===== config.mk =====
export PLATFORM = sky130hd
export DESIGN_NAME = jstepper
export DESIGN_NICKNAME = d
export VERILOG_FILES = /design/src/rtl/jstepper_pkg.sv /design/src/rtl/jstepper_jedge.sv /design/src/rtl/jstepper.sv
export SDC_FILE = /design/constraint.sdc
export NUM_CORES = 1
export LEC_CHECK = 0
export ABC_AREA = 1
export CAP_MARGIN = 15
export CORE_MARGIN = 10
export CORE_UTILIZATION = 39
export CTS_BUF_LIST = sky130_fd_sc_hd__clkbuf_4 sky130_fd_sc_hd__clkbuf_8 sky130_fd_sc_hd__clkbuf_16
export DETAILED_ROUTE_END_ITERATION = 10
export PLACE_DENSITY = 0.66
export SKIP_CTS_REPAIR_TIMING = 1
export SLEW_MARGIN = 10
export SYNTH_ARGS = -nofsm -noshare
export SYNTH_HDL_FRONTEND = slang
export SYNTH_SLANG_ARGS = --single-unit

===== constraint.sdc =====
create_clock -name ref_clk -period 1.25 [get_ports ref_clk]
set_clock_uncertainty 0.1 [all_clocks]
set_input_delay 0.25 -clock ref_clk [delete_from_list [all_inputs] [get_ports ref_clk]]
set_output_delay 0.25 -clock ref_clk [all_outputs]
set_load 0.01 [all_outputs]

===== src/rtl/jstepper_pkg.sv =====
// Shared definitions for the instruction step sequencer: state encodings and
// default geometry of the step ring and instruction counter.
package jstepper_pkg;

    localparam int NSTEPS_DEF = 6;
    localparam int CNTW_DEF   = 16;

    typedef enum logic {
        ST_RUN    = 1'b0,
        ST_HALTED = 1'b1
    } state_t;

endpackage


===== src/rtl/jstepper_jedge.sv =====
// Registered falling-edge detector on ref_clk; also intended for the I/O clock.
// fall is high in the cycle after a 1->0 transition of sig has been seen.
module jedge (
    input  logic ref_clk,
    input  logic reset,
    input  logic sig,
    output logic fall
);

    logic sig_q;

    always_ff @(posedge ref_clk) begin
        if (reset) begin
            sig_q <= 1'b0;
        end else begin
            sig_q <= sig;
        end
    end

    assign fall = sig_q & ~sig;

endmodule


===== src/rtl/jstepper.sv =====
// Instruction step sequencer: one-hot step ring advanced on falling wclk,
// with halt/resume control, end-of-instruction pulse and instruction counter.
//
//   state     | meaning
//   ----------+------------------------------------------------------------
//   ST_RUN    | step ring rotates on each wclk fall, wraps at end of instr
//   ST_HALTED | step all-zero, icount frozen, waiting for resume + wclk fall
module jstepper
    import jstepper_pkg::*;
#(
    parameter int NSTEPS = NSTEPS_DEF,
    parameter int CNTW   = CNTW_DEF
) (
    input  logic              ref_clk,
    input  logic              reset,
    input  logic              wclk,
    input  logic              halt,
    input  logic              resume,
    output logic [NSTEPS-1:0] step,
    output logic              instr_done,
    output logic              halted,
    output logic [CNTW-1:0]   icount
);

    localparam logic [NSTEPS-1:0] STEP0 = NSTEPS'(1);

    state_t state;
    logic   halt_pend;
    logic   resume_pend;
    logic   fall;

    jedge u_jedge (
        .ref_clk (ref_clk),
        .reset   (reset),
        .sig     (wclk),
        .fall    (fall)
    );

    always_ff @(posedge ref_clk) begin
        if (reset) begin
            state       <= ST_RUN;
            step        <= STEP0;
            instr_done  <= 1'b0;
            halted      <= 1'b0;
            icount      <= '0;
            halt_pend   <= 1'b0;
            resume_pend <= 1'b0;
        end else begin
            instr_done <= 1'b0;
            case (state)
                ST_RUN: begin
                    resume_pend <= 1'b0;
                    if (halt) begin
                        halt_pend <= 1'b1;
                    end
                    if (fall) begin
                        if (step[NSTEPS-1]) begin
                            icount     <= icount + CNTW'(1);
                            instr_done <= 1'b1;
                            // A halt arriving in the very last cycle still counts.
                            if (halt_pend || halt) begin
                                state     <= ST_HALTED;
                                step      <= '0;
                                halted    <= 1'b1;
                                halt_pend <= 1'b0;
                            end else begin
                                step <= STEP0;
                            end
                        end else begin
                            step <= {step[NSTEPS-2:0], 1'b0};
                        end
                    end
                end
                ST_HALTED: begin
                    if (resume) begin
                        resume_pend <= 1'b1;
                    end
                    if (fall && (resume_pend || resume)) begin
                        state       <= ST_RUN;
                        step        <= STEP0;
                        halted      <= 1'b0;
                        resume_pend <= 1'b0;
                    end
                end
                default: begin
                    state <= ST_RUN;
                end
            endcase
        end
    end

endmodule


==> summary.md <==
| Metric | Value |
|---|---|
| Outcome | finished with violations |
| Violated checks | negative setup slack |
| Clock-pin transition on the worst setup and hold timing paths | around 0.15 ns |
| Cell row count | 21 |
| Cells after Synth | 184 |
| Antenna violations before repair | 0 |
| Port bufs | 28 |
| Seq/Total Area, Yosys | between 40% and 50% |
| Crit path max-delay family | simple AND/OR/NAND/NOR gates |
| Synthesized flop and latch total | 28 |
| First-pass GRT wire length | around 5800 µm |
| Worst IR drop on VDD | 0.4130 mV |
| CTS tree | done |
| Final Hold Viols | 0 |
| Slowest cell on crit path | dfxtp_4 |
| GPL Wtd Cong | just over 0.8 |
| Area leader, netlist | dfxtp_1 |
| Crit path capture type | flop |
| Area of the mapped netlist | 1369 µm² |
| Least-Margin Pin Slew | about 0.21 ns |
| Worst hold slack | about 0.36 ns |
| Core Region | around 3400 µm² |
| Setup CP Type | reg -> reg |
| Worst setup margin | -0.09811 ns |
| CTS buffer count | 3 |
| Grt ovf | 0 |
| RSZ-0062 raised after global routing | yes |
| Post-synth EDFFs | 0 |
| DIE WIDTH | 79.25 µm |
| Reg2Reg Setup Slack | -0.1 ns |
| Starting density of the core | between 40% and 50% |
| Buf/Inv on CP | 1 |
| Largest net degree at the start of global routing | 16 |
| WP data arrival | approximately 1.5 ns |
| Die H | a little under 80 µm |
| Critical Path Fanout Max | 4 |
| Tot GR Track Use | 11.02% |
| LEAKAGE | around 1.0 nW |
| Vias in the first global route | ~1.3k |
| Final wirelength | 3396 µm |
| Design area | between 2000 and 2500 µm² |
| Async set-reset flop share out of synthesis | 0% |
| Syn avg cell area | around 7.4 µm² |
| Crit path required time | between 1 and 1.5 ns |
| Synth Warn # | 0 |
| Post-placement cell area | approximately 1900 µm² |
| Sink Count | 28 |
| Nets | 261 |
| Top Ports | 29 |
| HPWL after detailed placement | between 2000 and 3000 µm |
| Via count | roughly 1.3k |
| Worst r2r src | icount[1] |
| Antenna-violating nets left | 0 |
| Crit path top cell by count | nor2_4 |
| Initial DRC count | 47 |
| P per Cell Area | between 600 and 700 nW/µm² |
| WL/cell | between 10 and 15 µm |
| Peak per-stage delay on the critical path | 0.40 ns |
| Fraction of layout cells with a size suffix above 1 | 46.85% |
| Nature of the critical path startpoint | flop |
| Crit-path cells | buf_6, nand3_4, nor2_4, nand2_4, nor2_4, nand3_2, nand2_1, nor2_1 |
| Drt first pass iters | 4 |
| Worst Hold Launch | halted |
| Period utilisation layout | 107.8% |
| DRC | 0 |
| Most frequent cell after synthesis | nand2_1 |
| Final min period | roughly 1.3 ns |
| R2r worst-path depth | 8 |
| Reg-to-Reg End | icount[13] |
| Syn nets | 190 |
| Hold Crit Endpoint | halted |
| Predominant post-synthesis flop cell | dfxtp_1 |
| Max Cap Violations | 0 |
| Clk root buf | clkbuf_4 |
| Post-synth top cells | nand2_1 (35), nor2_1 (31), dfxtp_1 (28) |
| Via/cell ratio | around 4.4 |
| Longest Clk Path Bufs | 2 |
| Hold path depth | 2 |
| Area delta synth->final | 54.11% |
| HP Class | reg -> reg |
| Die Area | ~6300 µm² |
| Fmax | 741.8 MHz |
| Final Slew Violations | 0 |
| Synth top area share | about 41% |
| Worst skew pair latency | ~0.34 ns |
| Area contributors post-synth | dfxtp_1 (41%), nand2_1 (9.6%), nor2_1 (8.5%) |
| H-tree depth | 1 |
| Relative slew slack | about 86% |
| # diodes | 0 |
| Endpoints failing setup | 15 |
| Number of distinct library cells after synthesis | 25 |
cell families after synthesis:
family / Yosys count / synth area share (%)
buffers and inverters: 28 / 7.862
AOI/OAI and AO/OA: 31 / 12.16
DFF: 28 / 40.95
and+or+nand+nor: 95 / 37.48
adders and majority gates: 1 / 0.9139
xor gates and xnor gates: 1 / 0.6400
final cells by class:
type / instances / area [µm²]
clock buffer: 3 / 22.52
sequential: 28 / 603.1
clock inverter: 1 / 3.754
timing repair buffer: 68 / 544.3
inverter: 26 / 102.6
multi-input combinational: 128 / 775.7
fill: 330 / 1254
tap: 46 / 57.56
worst max-delay path by stage:
stage | slack [ns] | from | cells after the start | end
2_1_floorplan | -0.03 | icount[0] | 8 | icount[10]
3_3_place_gp | -0.44 | wclk | 9 | icount[4]
3_5_place_dp | -0.47 | wclk | 9 | icount[4]
4_1_cts | -0.43 | step[5] | 1 | step[5]
5_1_grt | -0.21 | icount[0] | 8 | icount[10]
6_report | -0.1 | icount[1] | 8 | icount[13]
layout by cell type, fill, tap and decap left out, types with 7 or more instances in the layout:
cell      synthesis  layout
inv_1            24      21
dfxtp_2           0      19
clkbuf_2          0      11
nor2_4            5       8
nand3_1          10       8
o21ai_0          14      12
a21oi_1          15      14
buf_6             0       7
buf_4             0      38
nor2_1           31      28
nand2_1          35      32
state kept, by name, summed over array words and instances, names as in the netlist:
register,count
icount,16
step,6
halt_pend,1
halted,1
instr_done,1
resume_pend,1
state,1
u_jedge.sig_q,1
per-layer routing:
layer  part of all wire, %  routed length [µm]  GRT usage [%]  up-vias
li1                      -                   -              -      723
met1                    44                1486          12.94      586
met2                    48                1642          17.70       20
met3                   6.4                 217          4.167        5
met4                   1.4                  49          4.301        0
met5                     0                   0              0        -
worst min-delay path, cell delays in order, from the launching register on:
cell and delay, ns:
dfxtp_2 0.35, inv_1 0.04, a21oi_1 0.06
report_power, final:
part           internal [mW]  leakage (nW)  switching, mW
logic                 0.0667         0.772         0.0693
clock network          0.118        0.0154          0.275
registers              0.900         0.239         0.0142
stage by stage:
step           instances  setup TNS, ns  total power, mW  setup WS, ns  util (%)
6_report             300        -0.9428            1.443      -0.09811     62.72
2_1_floorplan        184       -0.05283           0.9985      -0.02570         -
5_1_grt              300         -2.460            1.512       -0.2140     62.72
3_5_place_dp         283         -10.13            1.073       -0.4736     57.44
3_3_place_gp         283         -9.595            1.073       -0.4366     57.44
4_1_cts              287         -10.25            1.463       -0.4269     58.22
Note: power is estimated with default switching activity, not from simulation.
